### src/rtl/forward_kinematics_if.sv
`default_nettype none
// ============================================================================
// Module   : forward_kinematics_if
// Brief    : Request/result bundle between a controller and forward_kinematics.
// Revision : 1.0 - initial release
// ============================================================================
interface forward_kinematics_if;
   logic               start;
   logic        [13:0] th1;
   logic        [13:0] th2;
   logic               busy;
   logic               done;
   logic signed [13:0] x_pos;
   logic signed [13:0] y_pos;
   logic               sat;

   modport master (
      output start, th1, th2,
      input  busy, done, x_pos, y_pos, sat
   );

   modport slave (
      input  start, th1, th2,
      output busy, done, x_pos, y_pos, sat
   );
endinterface
`default_nettype wire

### src/rtl/forward_kinematics.sv
`default_nettype none
// ============================================================================
// Module   : forward_kinematics
// Brief    : Two-link SCARA forward kinematics on one shared CORDIC core,
//            two rotation passes per request under a start/done handshake.
// Revision : 1.0 - initial release
// ============================================================================
module forward_kinematics #(
   parameter int L1   = 2000,
   parameter int L2   = 2000,
   parameter int ITER = 14
) (
   input  logic                clk,
   input  logic                res,
   forward_kinematics_if.slave bus
);

   typedef enum logic [2:0] {
      S_IDLE  = 3'd0,
      S_ROT1  = 3'd1,
      S_LOAD2 = 3'd2,
      S_ROT2  = 3'd3,
      S_SUM   = 3'd4
   } state_t;

   // Link lengths pre-scaled by the CORDIC gain, 4 fractional bits
   localparam logic signed [19:0] c_mag1    = 20'((L1 * 39797) >>> 12);
   localparam logic signed [19:0] c_mag2    = 20'((L2 * 39797) >>> 12);
   localparam logic        [3:0]  c_last    = 4'(ITER - 1);
   localparam logic signed [20:0] c_pos_lim = 21'sd8191;
   localparam logic signed [20:0] c_neg_lim = -21'sd8192;

   function automatic logic [17:0] f_atan(input logic [3:0] idx);
      logic [17:0] v;
      case (idx)
         4'd0:    v = 18'd32768;
         4'd1:    v = 18'd19344;
         4'd2:    v = 18'd10221;
         4'd3:    v = 18'd5188;
         4'd4:    v = 18'd2604;
         4'd5:    v = 18'd1303;
         4'd6:    v = 18'd652;
         4'd7:    v = 18'd326;
         4'd8:    v = 18'd163;
         4'd9:    v = 18'd81;
         4'd10:   v = 18'd41;
         4'd11:   v = 18'd20;
         4'd12:   v = 18'd10;
         4'd13:   v = 18'd5;
         4'd14:   v = 18'd3;
         default: v = 18'd1;
      endcase
      return v;
   endfunction

   // Returns {clipped, value}: drop the fraction with round-half-up, then clamp
   function automatic logic [14:0] f_round_sat(input logic signed [20:0] s);
      logic signed [20:0] r;
      r = (s + 21'sd8) >>> 4;
      if (r > c_pos_lim)
         return {1'b1, 14'h1FFF};
      else if (r < c_neg_lim)
         return {1'b1, 14'h2000};
      else
         return {1'b0, r[13:0]};
   endfunction

   state_t             r_state;
   state_t             w_next;
   logic        [3:0]  r_cnt;
   logic signed [19:0] r_xr;
   logic signed [19:0] r_yr;
   logic signed [19:0] r_x1;
   logic signed [19:0] r_y1;
   logic signed [17:0] r_z;
   logic        [13:0] r_th1;
   logic        [13:0] r_th2;
   logic               r_done;
   logic               r_sat;
   logic signed [13:0] r_x_pos;
   logic signed [13:0] r_y_pos;

   logic               w_accept;
   logic               w_load;
   logic               w_rotate;
   logic        [13:0] w_ang;
   logic        [13:0] w_ang_adj;
   logic               w_fold;
   logic signed [19:0] w_mag;
   logic signed [19:0] w_xs;
   logic signed [19:0] w_ys;
   logic signed [17:0] w_atan;
   logic signed [20:0] w_sum_x;
   logic signed [20:0] w_sum_y;
   logic        [14:0] w_rx;
   logic        [14:0] w_ry;

   always_ff @(posedge clk or negedge res) begin
      if (!res)
         r_state <= S_IDLE;
      else
         r_state <= w_next;
   end

   // The done cycle is spent in IDLE but still counts as busy, so no accept there
   always_comb begin
      w_next   = r_state;
      w_accept = 1'b0;
      w_load   = 1'b0;
      w_rotate = 1'b0;
      case (r_state)
         S_IDLE: begin
            if (bus.start && !r_done) begin
               w_accept = 1'b1;
               w_load   = 1'b1;
               w_next   = S_ROT1;
            end
         end
         S_ROT1: begin
            w_rotate = 1'b1;
            if (r_cnt == c_last)
               w_next = S_LOAD2;
         end
         S_LOAD2: begin
            w_load = 1'b1;
            w_next = S_ROT2;
         end
         S_ROT2: begin
            w_rotate = 1'b1;
            if (r_cnt == c_last)
               w_next = S_SUM;
         end
         S_SUM:   w_next = S_IDLE;
         default: w_next = S_IDLE;
      endcase
   end

   always_comb begin
      w_ang = r_th1 + r_th2;
      w_mag = c_mag2;
      if (r_state == S_IDLE) begin
         w_ang = bus.th1;
         w_mag = c_mag1;
      end
   end

   // Angles in the left half-plane are rotated by 180 degrees and the vector flipped
   assign w_fold    = w_ang[13] ^ w_ang[12];
   assign w_ang_adj = w_fold ? (w_ang + 14'd8192) : w_ang;

   assign w_xs    = r_xr >>> r_cnt;
   assign w_ys    = r_yr >>> r_cnt;
   assign w_atan  = $signed(f_atan(r_cnt));
   assign w_sum_x = $signed({r_x1[19], r_x1}) + $signed({r_xr[19], r_xr});
   assign w_sum_y = $signed({r_y1[19], r_y1}) + $signed({r_yr[19], r_yr});
   assign w_rx    = f_round_sat(w_sum_x);
   assign w_ry    = f_round_sat(w_sum_y);

   always_ff @(posedge clk or negedge res) begin
      if (!res) begin
         r_cnt   <= '0;
         r_xr    <= '0;
         r_yr    <= '0;
         r_x1    <= '0;
         r_y1    <= '0;
         r_z     <= '0;
         r_th1   <= '0;
         r_th2   <= '0;
         r_done  <= 1'b0;
         r_sat   <= 1'b0;
         r_x_pos <= '0;
         r_y_pos <= '0;
      end else begin
         r_done <= (r_state == S_SUM);
         if (w_accept) begin
            r_th1 <= bus.th1;
            r_th2 <= bus.th2;
         end
         if (w_load) begin
            r_xr  <= w_fold ? -w_mag : w_mag;
            r_yr  <= '0;
            r_z   <= $signed({w_ang_adj, 4'b0000});
            r_cnt <= '0;
         end else if (w_rotate) begin
            r_cnt <= r_cnt + 4'd1;
            if (r_z[17]) begin
               r_xr <= r_xr + w_ys;
               r_yr <= r_yr - w_xs;
               r_z  <= r_z + w_atan;
            end else begin
               r_xr <= r_xr - w_ys;
               r_yr <= r_yr + w_xs;
               r_z  <= r_z - w_atan;
            end
         end
         if (r_state == S_LOAD2) begin
            r_x1 <= r_xr;
            r_y1 <= r_yr;
         end
         if (r_state == S_SUM) begin
            r_x_pos <= $signed(w_rx[13:0]);
            r_y_pos <= $signed(w_ry[13:0]);
            r_sat   <= w_rx[14] | w_ry[14];
         end
      end
   end

   assign bus.busy  = (r_state != S_IDLE) | r_done;
   assign bus.done  = r_done;
   assign bus.x_pos = r_x_pos;
   assign bus.y_pos = r_y_pos;
   assign bus.sat   = r_sat;

endmodule
`default_nettype wire

### src/flat_wrapper.sv
// flat-port wrapper written by rule: the top's interface ports become plain ports
module forward_kinematics_flat 
#(
   parameter int L1   = 2000,
   parameter int L2   = 2000,
   parameter int ITER = 14
)
  (clk, res, bus_start, bus_th1, bus_th2, bus_busy, bus_done, bus_x_pos, bus_y_pos, bus_sat);
  forward_kinematics_if bus_i ();
  input  logic clk;
  input  logic res;
  input wire logic [$bits(bus_i.start)-1:0] bus_start;
  input wire logic [$bits(bus_i.th1)-1:0] bus_th1;
  input wire logic [$bits(bus_i.th2)-1:0] bus_th2;
  output wire logic [$bits(bus_i.busy)-1:0] bus_busy;
  output wire logic [$bits(bus_i.done)-1:0] bus_done;
  output wire logic [$bits(bus_i.x_pos)-1:0] bus_x_pos;
  output wire logic [$bits(bus_i.y_pos)-1:0] bus_y_pos;
  output wire logic [$bits(bus_i.sat)-1:0] bus_sat;
  assign bus_i.start = bus_start;
  assign bus_i.th1 = bus_th1;
  assign bus_i.th2 = bus_th2;
  assign bus_busy = bus_i.busy;
  assign bus_done = bus_i.done;
  assign bus_x_pos = bus_i.x_pos;
  assign bus_y_pos = bus_i.y_pos;
  assign bus_sat = bus_i.sat;
  forward_kinematics #(.L1(L1), .L2(L2), .ITER(ITER)) u_core (.clk(clk), .res(res), .bus(bus_i));
endmodule
### config.mk
export PLATFORM = sky130hd
export DESIGN_NAME = forward_kinematics_flat
export DESIGN_NICKNAME = d
export VERILOG_FILES = /design/src/rtl/forward_kinematics_if.sv /design/src/rtl/forward_kinematics.sv /design/src/flat_wrapper.sv
export SDC_FILE = /design/constraint.sdc
export NUM_CORES = 1
export LEC_CHECK = 0
export CORE_MARGIN = 8
export CORE_UTILIZATION = 26
export CTS_BUF_LIST = sky130_fd_sc_hd__clkbuf_16
export CTS_CLUSTER_SIZE = 40
export DETAILED_ROUTE_END_ITERATION = 8
export GPL_TIMING_DRIVEN = 0
export PLACE_DENSITY = 0.47
export SYNTH_ARGS = -nofsm -noshare
export SYNTH_HDL_FRONTEND = slang
export SYNTH_SLANG_ARGS = --single-unit
export TNS_END_PERCENT = 1
### constraint.sdc
create_clock -name clk -period 4.9 [get_ports clk]
set_input_delay 0.735 -clock clk [delete_from_list [all_inputs] [get_ports clk]]
set_output_delay 0.735 -clock clk [all_outputs]
set_load 0.005 [all_outputs]
## Yosys cells after proc, flatten, opt, wreduce, memory -nomap -nowiden

Memories as Yosys holds them, arrays and structs flattened.
Index checks and enable logic that the tools add are counted.

| word-level totals | value |
|---|---|
| bits in read-only memories | 256 |
| bits of input ports | 31 |
| register bits after elaboration | 163 |
| memories kept | 1 |

Memory list:

| name | depth | bits a word | rd ports | clocked after memory_dff | wr ports | RTL line | RTL |
|---|---|---|---|---|---|---|---|
| (no name shown) | 16 | 16 | 1 | 0 | 0 | forward_kinematics.sv:35 | `case (idx)` |

| operators by class | value |
|---|---|
| shifts and indexed selects | 2 |
| add/subtract/negate cells | 13 |
| bitwise gates (word level) | 3 |
| equality and inequality tests | 8 |
| reductions and logical operators | 7 |
| multiplexer cells | 26 |
| $lt $le $gt $ge | 4 |

Operators by type and width:

| kind | number |
|---|---|
| $mux 20 | 7 |
| $mux 15 | 4 |
| $mux 18 | 3 |
| $add 20x20->21 | 2 |
| $add 21x5->21 const B | 2 |
| $add 20x20->20 | 2 |
| $sshr 20x4->20 | 2 |
| $sub 20x20->20 | 2 |
| $gt 17x14->1 const B | 2 |
| $lt 17x14->1 const B | 2 |
| $mux 14 | 2 |
| $add 18x18->18 | 1 |
| $sub 18x18->18 | 1 |
| $add 14x14->14 | 1 |
| $add 14x14->14 const B | 1 |
| $pmux 3 s4 | 1 |
| $mux 3 | 3 |
| $mux 4 | 2 |
| $eq 3x2->1 const B | 2 |
| $ne 2x1->1 const B | 3 |
| $add 4x1->4 const B | 1 |
| $eq 4x4->1 const B | 1 |
| $eq 3x1->1 const B | 1 |
| $eq 3x3->1 const B | 1 |
| 11 further kinds | 14 |

## Depth between registers and ports, before layout

| logic depth | value |
|---|---|
| word-level depth | 6 |
| gate-level depth with buffers | 26 |
| gate-level depth less buffers | 22 |

## Worst setup path after synthesis

OpenSTA, ideal clock, no wires.

| timing | value |
|---|---|
| path type | flip-flop to flip-flop |
| start point | reg u_core.r_cnt[1] |
| end point | reg u_core.r_yr[19] |
| path buffers | 4 |
| cell stages (with the launch flop) | 25 |
| library setup time | 0.133 ns |
| path slack | -0.296 ns |
| data required time | 4.767 ns |
| data arrival time | 5.063 ns |
| clock period less this slack | 5.196 ns |
| cells stage by stage | dfrtp_1 -> buf_2 -> buf_4 -> buf_1 -> buf_1 -> mux4_2 -> nand2_1 -> a21oi_1 -> a21oi_1 -> ha_1 -> nand2_1 -> nor2_1 -> a31oi_1 -> xor2_1 -> ha_1 -> nand2_1 -> nor2_1 -> a211oi_1 -> nor4b_1 -> o31ai_1 -> o41ai_1 -> o21ai_0 -> xnor2_1 -> a22oi_1 -> o31ai_1 |

| on the way | value |
|---|---|
| longest elaborated chain between the ends | 5 |
| elaborated cells between the ends (all ways) | 6 |

Ends and longest elaborated chain:

| what | RTL line | RTL |
|---|---|---|
| start: declaration | forward_kinematics.sv:70 | `logic [3:0] r_cnt;` |
| start signal: assignment | forward_kinematics.sv:185 | `r_cnt <= r_cnt + 4'd1;` |
| $sshr 20x4->20 (*) | forward_kinematics.sv:151 | `assign w_xs = r_xr >>> r_cnt;` |
| $add 20x20->20 / $sub 20x20->20 (equally long branches) | forward_kinematics.sv:192, forward_kinematics.sv:188 |  |
| $mux 20 (*) | forward_kinematics.sv:186 | `if (r_z[17]) begin` |
| $mux 20 (*) | forward_kinematics.sv:184 | `end else if (w_rotate) begin` |
| $mux 20 (*) | forward_kinematics.sv:179 | `if (w_load) begin` |
| end signal: assignment | forward_kinematics.sv:188 | `r_yr <= r_yr - w_xs;` |
| end signal: assignment | forward_kinematics.sv:192 | `r_yr <= r_yr + w_xs;` |
| end: declaration | forward_kinematics.sv:72 | `logic signed [19:0] r_yr;` |

Mark *: on every way between the ends. The rest lies on a longest branch, timed or not. The select of a mux whose other input is x is not followed.
A chain may end at the register's enable or synchronous reset.

## Final worst setup path

| timing | value |
|---|---|
| start point | reg u_core.r_cnt[0] |
| end point | reg u_core.r_xr[19] |

| on the way | value |
|---|---|
| longest elaborated chain between the ends | 5 |
| elaborated cells between the ends (all ways) | 6 |

Ends and longest elaborated chain:

| what | RTL line | RTL |
|---|---|---|
| $sshr 20x4->20 (*) | forward_kinematics.sv:152 | `assign w_ys = r_yr >>> r_cnt;` |
| $sub 20x20->20 / $add 20x20->20 (equally long branches) | forward_kinematics.sv:191, forward_kinematics.sv:187 |  |
| $mux 20 (*) | forward_kinematics.sv:186 |  |
| $mux 20 (*) | forward_kinematics.sv:184 |  |
| $mux 20 (*) | forward_kinematics.sv:179 |  |
| end signal: assignment | forward_kinematics.sv:180 | `r_xr <= w_fold ? -w_mag : w_mag;` |
| end signal: assignment | forward_kinematics.sv:187 | `r_xr <= r_xr + w_ys;` |
| end signal: assignment | forward_kinematics.sv:191 | `r_xr <= r_xr - w_ys;` |
| end: declaration | forward_kinematics.sv:71 | `logic signed [19:0] r_xr;` |

Marks and branches as above.

==> impl_metrics.env <==
export IMPL_top_usage_layer="met2"
export IMPL_num_io_pins=62
export IMPL_drt_wirelength_per_cell_um=19.97
export IMPL_fill_cells=5988
export IMPL_multi_input_area_um2=11020
export IMPL_cts_tree="done"
export IMPL_dpl_cell_count=2481
export IMPL_dr_pass1_iters=5
export IMPL_r2r_setup_slack_ps=-60
export IMPL_antenna_found_initial=0
export IMPL_worstMarginPinSlew_ps=1033
export IMPL_grt_usage=0.1531
export IMPL_synthTopCellsByCount="dfrtp_1, ha_1, a21oi_1"
export IMPL_crit_path_end_kind="register"
export IMPL_critPathTopFamily="compound AO/OA/AOI/OAI gates"
export IMPL_grtUsageMet1=0.2038
export IMPL_cp_buffers_inverters=4
export IMPL_placed_area_um2=16710
export IMPL_drv_cap=0
export IMPL_insertion_delay_ps=470
export IMPL_insertedDiodeCount=0
export IMPL_rows=88
export IMPL_status="finished, violations left"
export IMPL_dp_slack_ps=-2193
export IMPL_finClkSkew_ps=17.69
export IMPL_met2_usage=0.2479
export IMPL_ant_nets=0
export IMPL_r2r_end="u_core.r_xr[19]"
export IMPL_reg2reg_depth=22
export IMPL_hold_worst_slack_ps=240.0
export IMPL_drc_errors=0
export IMPL_synthToLayoutAreaGrowth_pct=24.46
export IMPL_finalSetupViolCount=2
export IMPL_wl_um=51710
export IMPL_synth_most_common_cell="dfrtp_1"
export IMPL_rsz0062_at_grt="yes"
export IMPL_regArea_um2=4084
export IMPL_seq_area_frac_synth=0.2701
export IMPL_numClockSinks=163
export IMPL_die_area_um2=66040
export IMPL_cp_num_cells=22
export IMPL_cp_slowest_cell="mux4_2"
export IMPL_fmax_mhz=201.6
export IMPL_cp_start_kind="register"
export IMPL_hold_violations=0
export IMPL_fp_coreArea_um2=57590
export IMPL_layoutNonFillerInstCount=2589
export IMPL_path_common_cell="buf_12"
export IMPL_gp_congestion=0.9471
export IMPL_dp_hpwl_um=38670
export IMPL_die_w_um=257.0
export IMPL_grt_pass1_wl_um=79670
export IMPL_final_area_um2=18790
export IMPL_vias=13400
export IMPL_floorplan_initialDensity=0.2622
export IMPL_violations="setup timing"
export IMPL_layout_setup_ws_ps=-59.62
export IMPL_syn_instance_count=1654
export IMPL_die_y_um=257.0
export IMPL_max_stage_delay_ps=560
export IMPL_synth_cell_types=86
export IMPL_crit_type="register to register"
export IMPL_synth_edf_count=0
export IMPL_clk_path_buf_depth=2
export IMPL_drt_iter0_markers=826
export IMPL_critPathRequiredTime_ps=5250
export IMPL_use_met3=0.02613
export IMPL_grt_max_degree=96
export IMPL_min_path_type="primary input to asynchronous set/reset pin"
export IMPL_grt_pass1_vias=13320
export IMPL_grt_overflow=0
export IMPL_synth_top_cell_by_area="dfrtp_1"
export IMPL_clock_root_buffer="clkbuf_16"
export IMPL_yosys_top_cells_area="dfrtp_1, ha_1, mux2_2"
export IMPL_crit_end="u_core.r_xr[19]"
export IMPL_syn_area_um2=15100
export IMPL_r2r_start="u_core.r_cnt[0]"
export IMPL_htreeDepth=4
export IMPL_clk_pin_slew_worst_paths_ps=70
export IMPL_finalCriticalPeriod_ps=4960
export IMPL_cp_max_fo=5
export IMPL_synth_flop_cell="dfrtp_1"
export IMPL_yosys_warnings=0
export IMPL_slew_headroom=0.3068
export IMPL_syn_num_nets=1841
export IMPL_cp_startpoint="u_core.r_cnt[0]"
export IMPL_period_share=1.012
export IMPL_arrival_ps=5310
export IMPL_drive_above_1_share=0.2078
export IMPL_avgSynthCellArea_um2=9.129
export IMPL_synth_async_sr_flop_share=1.000
export IMPL_path_cells="buf_12 -> buf_12 -> buf_12 -> mux4_2 -> a22oi_2 -> o21ai_4 -> inv_2 -> ha_4 -> nor3b_4 -> a31oi_1 -> xor2_1 -> ha_1 -> and3_4 -> and3_1 -> o21ai_2 -> and3_4 -> o31a_1 -> a21oi_2 -> a31oi_1 -> xnor2_1 -> nor2_1 -> a311oi_1"
export IMPL_ys_seq_elements=163
export IMPL_viasPerCell=5.175
export IMPL_drv_slew=0
export IMPL_yosys_area_top_type_share=0.2701
export IMPL_portBuffers=61
export IMPL_final_nets=1998
export IMPL_cts_made_buffers=17
## logic make-up after synthesis
family	count (synthesis)	share of synthesized area
AOI/OAI and AO/OA	456	0.1909
adders and majority gates	156	0.1313
muxes	154	0.1452
and+or+nand+nor	453	0.1446
buffers and inverters	141	0.04193
xor gates and xnor gates	131	0.07599
DFF	163	0.2701
## registers in the layout (all words and copies together) (netlist names)
| register | flops |
|---|---|
| u_core.bus.sat | 1 |
| u_core.r_yr | 20 |
| u_core.r_x1 | 20 |
| u_core.r_cnt | 4 |
| u_core.r_th1 | 14 |
| u_core.r_z | 18 |
| u_core.r_state | 3 |
| u_core.r_y1 | 20 |
| u_core.r_xr | 20 |
| u_core.r_th2 | 14 |
| u_core.bus.y_pos | 14 |
| u_core.bus.done | 1 |
| u_core.bus.x_pos | 14 |
## per-layer routing
layer / vias up / share of wire
met5: - / 0
met4: 0 / 0.027
met3: 78 / 0.049
met2: 343 / 0.46
met1: 6558 / 0.46
li1: 6419 / -
## layout make-up
class                      instances  share of cell area
sequential                       163              0.2173
tap                              765             0.05093
buffer                            84             0.03462
clock inverter                    15            0.007723
multi-input combinational       1350              0.5864
timing repair buffer             138             0.06824
clock buffer                      17             0.02264
inverter                          57             0.01218
## worst min path at each step
stage / from / endpoint / slack (ps) / cells past startpoint
after floorplan: res / u_core.bus.done / 440 / 0
after global placement: u_core.bus.y_pos[9] / u_core.bus.y_pos[9] / 460 / 2
after detailed placement: u_core.bus.y_pos[6] / u_core.bus.y_pos[6] / 470 / 2
after CTS: res / u_core.bus.x_pos[4] / 220 / 1
after global routing: res / u_core.bus.x_pos[4] / 260 / 1
final: res / u_core.bus.sat / 240 / 1
## stage by stage
step / setup TNS, ps / utilization
6_report: -94.68 / 0.3264
5_1_grt: -1046 / 0.3264
4_1_cts: -59.25 / 0.3199
3_5_place_dp: -28370 / 0.2902
3_3_place_gp: -731700 / 0.2897
2_1_floorplan: -92.67 / -
## layout by cell type (no fill, tap or decap), types with 33 or more instances in the layout
cell             Yosys  final
ha_1               152    140
xor2_1              56     56
dfrtp_1            163    159
nor2_1             129    122
buf_4               11     77
inv_1               53     54
xnor2_1             75     74
nand2_1            128    125
mux2_2              80     79
a21oi_1            148    134
mux4_2              30     33
clkdlybuf4s50_1      0     60
clkbuf_1            53     45
o21ai_0             96     84
## timing repair
| item | 4_1_cts | 5_1_grt |
|---|---|---|
| endpoints found under the setup margin | 40 | 19 |
| resized for setup | 152 | 71 |
| setup buffers | 56 | 19 |
| hold buffers | 0 | 0 |
| gates cloned | 3 | 0 |
| pin swaps | 43 | 47 |
Power is left out: the tool's default activity adds up to more than one toggle a clock period on the data nets, which glitch-free logic cannot reach.
